$ cat config.mk
export PLATFORM = sky130hd
export DESIGN_NAME = alarm_ui_controller
export DESIGN_NICKNAME = d
export VERILOG_FILES = /design/src/rtl/alarm_ui_pkg.sv /design/src/rtl/alarm_ui_controller_bcd_split.sv /design/src/rtl/alarm_ui_controller.sv
export SDC_FILE = /design/constraint.sdc
export NUM_CORES = 1
export LEC_CHECK = 0
export ABC_AREA = 1
export CORE_ASPECT_RATIO = 1.2
export CORE_MARGIN = 10
export CORE_UTILIZATION = 52
export DETAILED_ROUTE_END_ITERATION = 10
export PLACE_DENSITY = 0.73
export SLEW_MARGIN = 10
export SYNTH_ARGS = -nofsm -noshare
export SYNTH_HDL_FRONTEND = slang
export SYNTH_SLANG_ARGS = --single-unit
$ cat constraint.sdc
create_clock -name clk -period 4.1 [get_ports clk]
set_input_delay 0.82 -clock clk [delete_from_list [all_inputs] [get_ports clk]]
set_output_delay 0.82 -clock clk [all_outputs]
set_load 0.05 [all_outputs]
$ cat src/rtl/alarm_ui_pkg.sv
// Shared types and helpers for the alarm clock front-panel controller.
package alarm_ui_pkg;

  typedef enum logic [2:0] {
    IDLE = 3'd0,
    ET_H = 3'd1,
    ET_M = 3'd2,
    EA_H = 3'd3,
    EA_M = 3'd4,
    LOAD = 3'd5
  } state_t;

  typedef enum logic [1:0] {
    FIELD_NONE = 2'd0,
    FIELD_HOUR = 2'd1,
    FIELD_MIN  = 2'd2
  } field_t;

  localparam int HOURS_PER_DAY = 24;
  localparam int MIN_PER_HOUR  = 60;

  function automatic logic [5:0] bcd_to_bin(input logic [3:0] tens, input logic [3:0] units);
    return ({2'b00, tens} * 6'd10) + {2'b00, units};
  endfunction

endpackage

$ cat src/rtl/alarm_ui_controller_bcd_split.sv
// Combinational split of a binary value 0..59 into BCD tens and units digits.
module bcd_split #(
  parameter int TENS_W = 4
) (
  input  logic [5:0]        bin,
  output logic [TENS_W-1:0] tens,
  output logic [3:0]        units
);

  logic [3:0] tens_off;

  // Units use a 4-bit wrap-around subtraction of (tens*10 mod 16), exact for 0..59.
  always_comb begin
    if (bin >= 6'd50) begin
      tens = TENS_W'(3'd5); tens_off = 4'd2;
    end else if (bin >= 6'd40) begin
      tens = TENS_W'(3'd4); tens_off = 4'd8;
    end else if (bin >= 6'd30) begin
      tens = TENS_W'(3'd3); tens_off = 4'd14;
    end else if (bin >= 6'd20) begin
      tens = TENS_W'(3'd2); tens_off = 4'd4;
    end else if (bin >= 6'd10) begin
      tens = TENS_W'(3'd1); tens_off = 4'd10;
    end else begin
      tens = TENS_W'(3'd0); tens_off = 4'd0;
    end
    units = bin[3:0] - tens_off;
  end

endmodule

$ cat src/rtl/alarm_ui_controller.sv
// Turns four front-panel buttons into time/alarm configuration strobes and digits
// for the clock core, with an edit buffer, a shadow alarm copy and snooze.
module alarm_ui_controller
  import alarm_ui_pkg::*;
#(
  parameter int LD_HOLD     = 12,
  parameter int TIMEOUT_CYC = 1000,
  parameter int SNOOZE_MIN  = 5
) (
  input  logic       clk,
  input  logic       reset,
  input  logic       btn_mode,
  input  logic       btn_up,
  input  logic       btn_down,
  input  logic       btn_set,
  input  logic       Alarm,
  input  logic [1:0] cur_H1,
  input  logic [3:0] cur_H0,
  input  logic [3:0] cur_M1,
  input  logic [3:0] cur_M0,
  output logic [1:0] H_in1,
  output logic [3:0] H_in0,
  output logic [3:0] M_in1,
  output logic [3:0] M_in0,
  output logic       LD_time,
  output logic       LD_alarm,
  output logic       STOP_alarm,
  output logic       AL_ON,
  output logic [1:0] edit_field,
  output logic       edit_alarm
);

  localparam int TW = $clog2(TIMEOUT_CYC + 1);
  localparam int HW = $clog2(LD_HOLD + 1);
  localparam logic [TW-1:0] TO_LAST   = TW'(TIMEOUT_CYC - 1);
  localparam logic [HW-1:0] HOLD_LAST = HW'(LD_HOLD - 1);
  localparam logic [4:0]    HOUR_MAX  = 5'(HOURS_PER_DAY - 1);
  localparam logic [5:0]    MIN_MAX   = 6'(MIN_PER_HOUR - 1);
  localparam logic [5:0]    SNZ_ADD   = 6'(SNOOZE_MIN);
  localparam logic [5:0]    SNZ_WRAP  = 6'(MIN_PER_HOUR - SNOOZE_MIN);

  state_t        state_r, state_nxt;
  field_t        field_nxt;
  logic [3:0]    prev_r, rise_s;
  logic          ev_set_s, ev_mode_s, ev_up_s, ev_down_s;
  logic          is_hour_s, is_alarm_s;
  logic [4:0]    eb_hour_r, eb_hour_nxt, sh_hour_r, sh_hour_nxt;
  logic [5:0]    eb_min_r, eb_min_nxt, sh_min_r, sh_min_nxt;
  logic [4:0]    hour_inc_s, hour_dec_s, snz_hour_s;
  logic [5:0]    min_inc_s, min_dec_s, snz_min_s;
  logic [TW-1:0] to_cnt_r, to_cnt_nxt;
  logic [HW-1:0] hold_cnt_r, hold_cnt_nxt;
  logic          ld_time_nxt, ld_alarm_nxt, stop_nxt, al_on_nxt;
  logic [1:0]    hr_tens_s;
  logic [3:0]    hr_units_s, mn_tens_s, mn_units_s;

  // Rising edges, one acted on per cycle: set > mode > up > down.
  assign rise_s    = {btn_set, btn_mode, btn_up, btn_down} & ~prev_r;
  assign ev_set_s  = rise_s[3];
  assign ev_mode_s = rise_s[2] & ~rise_s[3];
  assign ev_up_s   = rise_s[1] & ~(|rise_s[3:2]);
  assign ev_down_s = rise_s[0] & ~(|rise_s[3:1]);

  assign is_hour_s  = (state_r == ET_H) || (state_r == EA_H);
  assign is_alarm_s = (state_r == EA_H) || (state_r == EA_M);
  assign hour_inc_s = (eb_hour_r == HOUR_MAX) ? 5'd0 : eb_hour_r + 5'd1;
  assign hour_dec_s = (eb_hour_r == 5'd0) ? HOUR_MAX : eb_hour_r - 5'd1;
  assign min_inc_s  = (eb_min_r == MIN_MAX) ? 6'd0 : eb_min_r + 6'd1;
  assign min_dec_s  = (eb_min_r == 6'd0) ? MIN_MAX : eb_min_r - 6'd1;

  // Snooze target: shadow alarm plus SNOOZE_MIN, carrying into the hour.
  always_comb begin
    if (sh_min_r >= SNZ_WRAP) begin
      snz_min_s  = sh_min_r - SNZ_WRAP;
      snz_hour_s = (sh_hour_r == HOUR_MAX) ? 5'd0 : sh_hour_r + 5'd1;
    end else begin
      snz_min_s  = sh_min_r + SNZ_ADD;
      snz_hour_s = sh_hour_r;
    end
  end

  // Next-state, buffer, strobe and counter logic.
  always_comb begin
    state_nxt    = state_r;
    eb_hour_nxt  = eb_hour_r;
    eb_min_nxt   = eb_min_r;
    sh_hour_nxt  = sh_hour_r;
    sh_min_nxt   = sh_min_r;
    ld_time_nxt  = LD_time;
    ld_alarm_nxt = LD_alarm;
    stop_nxt     = STOP_alarm;
    al_on_nxt    = AL_ON;
    to_cnt_nxt   = '0;
    hold_cnt_nxt = '0;
    case (state_r)
      IDLE: begin
        if (ev_set_s) begin
          if (Alarm) begin
            stop_nxt  = 1'b1;
            state_nxt = LOAD;
          end else begin
            al_on_nxt = ~AL_ON;
          end
        end else if (ev_mode_s) begin
          eb_hour_nxt = 5'(bcd_to_bin({2'b00, cur_H1}, cur_H0));
          eb_min_nxt  = bcd_to_bin(cur_M1, cur_M0);
          state_nxt   = ET_H;
        end else if ((ev_up_s || ev_down_s) && Alarm) begin
          sh_hour_nxt  = snz_hour_s;
          sh_min_nxt   = snz_min_s;
          eb_hour_nxt  = snz_hour_s;
          eb_min_nxt   = snz_min_s;
          stop_nxt     = 1'b1;
          ld_alarm_nxt = 1'b1;
          state_nxt    = LOAD;
        end else begin
          state_nxt = IDLE;
        end
      end
      ET_H, ET_M, EA_H, EA_M: begin
        if (ev_set_s) begin
          state_nxt = LOAD;
          if (is_alarm_s) begin
            sh_hour_nxt  = eb_hour_r;
            sh_min_nxt   = eb_min_r;
            ld_alarm_nxt = 1'b1;
          end else begin
            ld_time_nxt = 1'b1;
          end
        end else if (ev_mode_s) begin
          case (state_r)
            ET_H: state_nxt = ET_M;
            ET_M: begin
              eb_hour_nxt = sh_hour_r;
              eb_min_nxt  = sh_min_r;
              state_nxt   = EA_H;
            end
            EA_H:    state_nxt = EA_M;
            default: state_nxt = IDLE;
          endcase
        end else if (ev_up_s) begin
          if (is_hour_s) eb_hour_nxt = hour_inc_s;
          else           eb_min_nxt  = min_inc_s;
        end else if (ev_down_s) begin
          if (is_hour_s) eb_hour_nxt = hour_dec_s;
          else           eb_min_nxt  = min_dec_s;
        end else if (to_cnt_r == TO_LAST) begin
          state_nxt = IDLE;
        end else begin
          to_cnt_nxt = to_cnt_r + TW'(1);
        end
      end
      LOAD: begin
        if (hold_cnt_r == HOLD_LAST) begin
          state_nxt    = IDLE;
          ld_time_nxt  = 1'b0;
          ld_alarm_nxt = 1'b0;
          stop_nxt     = 1'b0;
        end else begin
          hold_cnt_nxt = hold_cnt_r + HW'(1);
        end
      end
      default: begin
        state_nxt    = IDLE;
        ld_time_nxt  = 1'b0;
        ld_alarm_nxt = 1'b0;
        stop_nxt     = 1'b0;
      end
    endcase
  end

  // Blink field follows the state being entered so it lines up with the digits.
  always_comb begin
    case (state_nxt)
      ET_H, EA_H: field_nxt = FIELD_HOUR;
      ET_M, EA_M: field_nxt = FIELD_MIN;
      default:    field_nxt = FIELD_NONE;
    endcase
  end

  bcd_split #(.TENS_W(2)) u_split_hour (.bin({1'b0, eb_hour_nxt}), .tens(hr_tens_s), .units(hr_units_s));
  bcd_split #(.TENS_W(4)) u_split_min  (.bin(eb_min_nxt),          .tens(mn_tens_s), .units(mn_units_s));

  // State, buffers and all outputs are registered on the same edge.
  always_ff @(posedge clk or negedge reset) begin
    if (!reset) begin
      state_r    <= IDLE;
      prev_r     <= 4'd0;
      eb_hour_r  <= 5'd0;
      eb_min_r   <= 6'd0;
      sh_hour_r  <= 5'd0;
      sh_min_r   <= 6'd0;
      to_cnt_r   <= '0;
      hold_cnt_r <= '0;
      LD_time    <= 1'b0;
      LD_alarm   <= 1'b0;
      STOP_alarm <= 1'b0;
      AL_ON      <= 1'b0;
      edit_field <= 2'd0;
      edit_alarm <= 1'b0;
      H_in1      <= 2'd0;
      H_in0      <= 4'd0;
      M_in1      <= 4'd0;
      M_in0      <= 4'd0;
    end else begin
      state_r    <= state_nxt;
      prev_r     <= {btn_set, btn_mode, btn_up, btn_down};
      eb_hour_r  <= eb_hour_nxt;
      eb_min_r   <= eb_min_nxt;
      sh_hour_r  <= sh_hour_nxt;
      sh_min_r   <= sh_min_nxt;
      to_cnt_r   <= to_cnt_nxt;
      hold_cnt_r <= hold_cnt_nxt;
      LD_time    <= ld_time_nxt;
      LD_alarm   <= ld_alarm_nxt;
      STOP_alarm <= stop_nxt;
      AL_ON      <= al_on_nxt;
      edit_field <= field_nxt;
      edit_alarm <= (state_nxt == EA_H) || (state_nxt == EA_M);
      H_in1      <= hr_tens_s;
      H_in0      <= hr_units_s;
      M_in1      <= mn_tens_s;
      M_in0      <= mn_units_s;
    end
  end

endmodule
Yosys cells after proc, flatten, opt, wreduce, memory -nomap -nowiden
Index checks and enable logic that the tools add are counted.
{"block": "op_classes", "n_addsub": 13, "bitwise_logic": 12, "reduce_logical": 19, "muxes": 95, "div_mod_pow": 0, "shifts": 0, "mul": 2, "n_eq_ne": 24, "order_cmp": 11}
{"operator": "$mux W6", "n": 18}
{"operator": "$mux W5", "n": 19}
{"operator": "$mux W4", "n": 16}
{"operator": "$mux W10", "n": 6}
{"operator": "$mux W3", "n": 10}
{"operator": "$pmux W6 S2", "n": 2}
{"operator": "$pmux W5 S2", "n": 2}
{"operator": "$ge A6 B6 Y1 const B", "n": 3}
{"operator": "$pmux W3 S3", "n": 2}
{"operator": "$ne A2 B2 Y1 const B", "n": 7}
{"operator": "$eq A3 B2 Y1 const B", "n": 4}
{"operator": "$ge A5 B6 Y1 const B", "n": 2}
{"operator": "$ge A6 B5 Y1 const B", "n": 2}
{"operator": "$mux W1", "n": 12}
{"operator": "$reduce_and A6 Y1", "n": 2}
{"operator": "$add A10 B1 Y10 const B", "n": 1}
{"operator": "$add A5 B1 Y5 const B", "n": 2}
{"operator": "$eq A10 B10 Y1 const B", "n": 1}
{"operator": "$eq A5 B5 Y1 const B", "n": 2}
{"operator": "$ge A5 B5 Y1 const B", "n": 2}
{"operator": "$eq A3 B3 Y1 const B", "n": 3}
{"operator": "$ne A3 B3 Y1 const B", "n": 3}
{"operator": "$pmux W1 S3", "n": 3}
{"operator": "$mux W2", "n": 4}
{"operator": "33 further kinds", "n": 48}
{"block": "totals", "n_memories": 0, "register_bits": 64, "ramBits": 0, "mem_bits_ro": 0, "latch_bits": 0, "wordCells": 194}

Longest topological paths before layout
{"block": "depth", "word_depth": 18, "mapped_depth": 23, "mapped_depth_nobuf": 23}

By module
From an unflattened synthesis, not the netlist that was laid out.
{"block": "unflattened", "cells_unflattened": 718, "hier_area_um2": 4874.7}
{"module": "alarm_ui_controller", "cells_per_inst": 651, "seq_area_each_um2": 1601.5, "instances": 1, "area_per_inst_um2": 4515.6}
{"module": "bcd_split at u_split_min", "cells_per_inst": 38, "seq_area_each_um2": 0.0, "instances": 1, "area_per_inst_um2": 192.7}
{"module": "bcd_split at u_split_hour", "cells_per_inst": 29, "seq_area_each_um2": 0.0, "instances": 1, "area_per_inst_um2": 166.4}

Least setup slack after synthesis
No wires, ideal clock.
{"block": "synth_timing", "path_kind": "in2reg", "from": "in cur_M1[0]", "to": "reg M_in0[3]", "arrival_ps": 3286, "n_path_buf": 0, "setup_slack_ps": 698, "stages": 20, "setup_time_ps": 117, "cell_sequence": "ha_1 > ha_1 > a21oi_1 > nand2_1 > xnor2_1 > nand2_1 > nand4_2 > nand3b_2 > nand2_1 > nor2_1 > nor2_1 > nand2_1 > nand2_1 > nand2_1 > ha_1 > fa_1 > xor2_1 > inv_1 > nand3_1 > nand2_1"}
{"block": "synth_via", "elab_chain_len": 12}
{"item": "from (decl)", "line": "alarm_ui_controller.sv:19", "text": "input logic [3:0] cur_M1,"}
{"item": "$mul A4 B3 Y5 (*)", "line": "alarm_ui_pkg.sv:23", "text": "return ({2'b00, tens} * 6'd10) + {2'b00, units};"}
{"item": "$add A6 B4 Y6 (*)", "line": "alarm_ui_pkg.sv:23"}
{"item": "$mux W6 (*)", "line": "alarm_ui_controller.sv:104", "text": "end else if (ev_mode_s) begin"}
{"item": "$mux W6 (*)", "line": "alarm_ui_controller.sv:97", "text": "if (ev_set_s) begin"}
{"item": "$pmux W6 S2 (*)", "line": "alarm_ui_controller.sv:95", "text": "case (state_r)"}
{"item": "named net eb_min_nxt[4]", "line": "alarm_ui_controller.sv:48", "text": "logic [5:0] eb_min_r, eb_min_nxt, sh_min_r, sh_min_nxt;"}
{"item": "$ge A6 B4 Y1", "line": "alarm_ui_controller_bcd_split.sv:22", "text": "end else if (bin >= 6'd10) begin"}
{"item": "$mux W4", "line": "alarm_ui_controller_bcd_split.sv:22"}
{"item": "$mux W4", "line": "alarm_ui_controller_bcd_split.sv:20", "text": "end else if (bin >= 6'd20) begin"}
{"item": "$mux W4", "line": "alarm_ui_controller_bcd_split.sv:18", "text": "end else if (bin >= 6'd30) begin"}
{"item": "$mux W4", "line": "alarm_ui_controller_bcd_split.sv:16", "text": "end else if (bin >= 6'd40) begin"}
{"item": "$mux W4 (*)", "line": "alarm_ui_controller_bcd_split.sv:14", "text": "if (bin >= 6'd50) begin"}
{"item": "$sub A4 B4 Y4 (*)", "line": "alarm_ui_controller_bcd_split.sv:27", "text": "units = bin[3:0] - tens_off;"}
{"item": "named net mn_units_s[3]", "line": "alarm_ui_controller.sv:55", "text": "logic [3:0] hr_units_s, mn_tens_s, mn_units_s;"}
{"item": "to (signal assigned)", "line": "alarm_ui_controller.sv:223", "text": "M_in0 <= mn_units_s;"}
{"item": "to (decl)", "line": "alarm_ui_controller.sv:24", "text": "output logic [3:0] M_in0,"}
The timed path passes the listed nets; every way through them passes the cells marked *.
A chain may end at the register's enable or synchronous reset.

Worst setup path in the final report
Ends and elaborated chain as after synthesis.

==> results.yml <==
status:
  outcome: "completed"
critical_path:
  startpoint: "cur_M1[0]"
  critPathBufInv: 4
  regToRegStartpoint: "state_r[2]$_DFF_PN0_"
  crit_family: "adder cells"
  critPathKind: "input pin to flop"
  cp.required_ns: 4.35
  crit_top_cell: "nand2_1"
  crit_chain: "clkdlybuf4s50_1, ha_1, inv_1, fa_1, nor2_1, o21ai_1, inv_1, nand2_1, nand2_1, nand2_1, nand4_1, nand3b_2, nor2_1, nand2_1, nand2_1, nand2_1, ha_1, fa_1, xor2_1, inv_1, nand3_1, nand2_1"
  cp_max_fo: 4
  startpoint_type: "input pin"
  endpoint_kind: "flop"
  critPathArrivalTime_ns: 4.04
  critPathMaxStageDelay_ns: 0.50
  slowest_stage: "clkdlybuf4s50_1"
sta:
  timing.final.max_slew_violations: 0
  fin_crit_ns: 3.80
  rsz0062_at_grt: "no"
  setup_violations: 0
  setup_tns_ns: 0
  worst_pin_slew_ns: 0.946
  finClkSkew_ns: 0.00779
  setup_ws_ns: 0.303
  finalHoldViolations: 0
  fmax_mhz: 263
  finalCritPeriodShare_pct: 92.6
  slew_headroom_pct: 36.9
logic_synthesis:
  synth-seq-cells: 61
  synth-edff-count: 0
  synth_top_family_by_area: "simple AND/OR/NAND/NOR gates"
  async_reset_ff_share_pct: 100
  yosys.area.top_type: "dfrtp_1"
  syn_area_um2: 4720
  synth_commonest_cells: "165 x nand2_1, 68 x inv_1, 68 x nor2_1, 61 x dfrtp_1, 49 x nand3_1"
  synth_compound_area_share_pct: 15.0
  yosys.area_share.simple_pct: 33.2
  synthFlopType: "dfrtp_1"
  muxShareOfSynthArea_pct: 0
  synth_cells: 663
  synthXorXnorAreaFrac_pct: 2.78
  yosysMostFrequentCell: "nand2_1"
  netlist_top_cells_area: "dfrtp_1 32%, nand2_1 13%, inv_1 5.4%"
  synth_fa_ha_area_share_pct: 6.73
  synth_cell_types: 49
  avgSynthCellArea_um2: 7.12
  synth_nets: 707
  ys_seq_area_share_pct: 32.3
  yosysWarnings: 0
  synth_top_area_share_pct: 32.3
clock_tree:
  postCtsSetupBuffers: 0
  cts_tree: "built"
  numClockSinks: 61
  holdBufCountCts: 0
  worst_skew_pair.late_latency_ns: 0.36
  clockBufferDepth: 2
  root_buffer: "clkbuf_8"
  clk_pin_slew_worst_paths_ns: 0.06
  cts_buffers: 9
  cts_max_level: 3
detailed_routing:
  vias: 4710
  drc: 0
  drt_wl_total_mm: 13.4
  first_pass_iters: 5
  drt_iter0_markers: 357
  wl_per_cell_um: 16.1
  final_antenna_net_count: 0
  via_per_inst: 5.66
placed_design:
  place.gp.congestion: 0.983
  hpwl_mm: 10.4
  pre_cts_ws_ns: -0.113
  place_area_um2: 5240
  port_buffers: 40
  dp.cells: 817
pwr:
  powerDensity_nw_per_um2: 878
  ir_worst_vdd_v: 0.000616
  p_leak_uw: 0.00261
floorplan:
  top_level_ports: 42
  die_area_um2: 13300
  core_um2: 8940
  die_height_um: 124
  die-width_um: 107
  start_util_pct: 52.8
  fp-row-count: 38
global_routing:
  grt_max_degree: 43
  grt_pass1_wl_mm: 22.2
  grt_overflow: 0
  antenna_found_initial: 0
  grt_use_total_pct: 20.5
  grt_pass1_vias: 4602
layout:
  stdcell_count: 832
  postLayoutCellArea_um2: 5440
  drive_gt1_share_pct: 11.5
  antenna-diode-count: 0
  layout.nets: 752
  area_delta_synth_final_pct: 15.2
hold_path:
  hp-start: "hold_cnt_r[0]$_DFF_PN0_"
  hp-class: "flop to flop"
job:
  cap_violations: 0
cells in the final DEF (no fill, tap or decap), types with 18 or more instances in the layout:
| cell | netlist | layout |
|---|---|---|
| a21oi_1 | 32 | 32 |
| buf_4 | 5 | 18 |
| clkdlybuf4s50_1 | 0 | 39 |
| dfrtp_1 | 61 | 61 |
| ha_1 | 19 | 19 |
| inv_1 | 68 | 68 |
| nand2_1 | 165 | 165 |
| nand3_1 | 49 | 49 |
| nor2_1 | 68 | 68 |
| o21ai_0 | 39 | 38 |
timing repair:
item,4_1_cts,5_1_grt
endpoints found under the hold margin,0,0
resized for setup,0,1
endpoints found under the setup margin,0,1
kinds of logic after synthesis:
| family | count (synthesis) |
|---|---|
| and+or+nand+nor | 339 |
| AOI/OAI and AO/OA | 119 |
| buffers and inverters | 105 |
| DFF | 61 |
| adders and majority gates | 23 |
| xor gates and xnor gates | 15 |
| other | 1 |
state kept, by name, summed over array words and instances (netlist names):
name        flops
AL_ON           1
prev_r          4
to_cnt_r       10
sh_hour_r       5
H_in1           2
edit_field      2
state_r         3
LD_alarm        1
H_in0           3
M_in0           3
eb_hour_r       5
LD_time         1
hold_cnt_r      4
STOP_alarm      1
sh_min_r        6
edit_alarm      1
M_in1           3
eb_min_r        6
power breakdown:
| part | leakage, µW | total, µW | switching [µW] | internal, µW |
|---|---|---|---|---|
| Clock | 0.000102 | 534 | 235 | 299 |
| Sequential | 0.000759 | 1140 | 275 | 861 |
| Combinational | 0.00175 | 3110 | 2070 | 1040 |
metal layers:
metal / routed length [µm] / GRT usage (%) / vias to the layer above
met5: 0 / 0 / -
met4: 469 / 10.5 / 0
met3: 969 / 4.24 / 40
met2: 6660 / 35.6 / 181
met1: 5320 / 22.7 / 2221
li1: - / - / 2268
stage by stage:
stage / utilization (%) / total power, µW / hold WS [ns]
after detailed placement: 58.6 / 4220 / 0.463
after CTS: 60.8 / 4770 / 0.471
after global placement: 58.6 / 4140 / 0.447
after global routing: 60.8 / 5200 / 0.492
after floorplan: - / 3380 / 0.433
final: 60.8 / 4780 / 0.469
cell type report:
type,instances,area (µm²)
Sequential cell,61,1530
Tap cell,120,150
Fill cell,887,3500
Timing Repair Buffer,58,531
Inverter,81,307
Clock buffer,15,196
Multi-Input combinational cell,497,2730
worst paths after layout:
| check | to | slack (ns) | depth (start not counted) |
|---|---|---|---|
| setup / recovery | M_in0[3]$_DFF_PN0_ | 0.30 | 22 |
| hold / removal | hold_cnt_r[0]$_DFF_PN0_ | 0.47 | 1 |
| setup reg to reg | M_in0[3]$_DFF_PN0_ | 0.62 | 20 |
| hold reg to reg | hold_cnt_r[0]$_DFF_PN0_ | 0.47 | 1 |
| max in group asynchronous | prev_r[2]$_DFF_PN0_ | 2.67 | 2 |
| min in group asynchronous | hold_cnt_r[3]$_DFF_PN0_ | 0.62 | 1 |
Note: power is estimated with default switching activity, not from simulation.
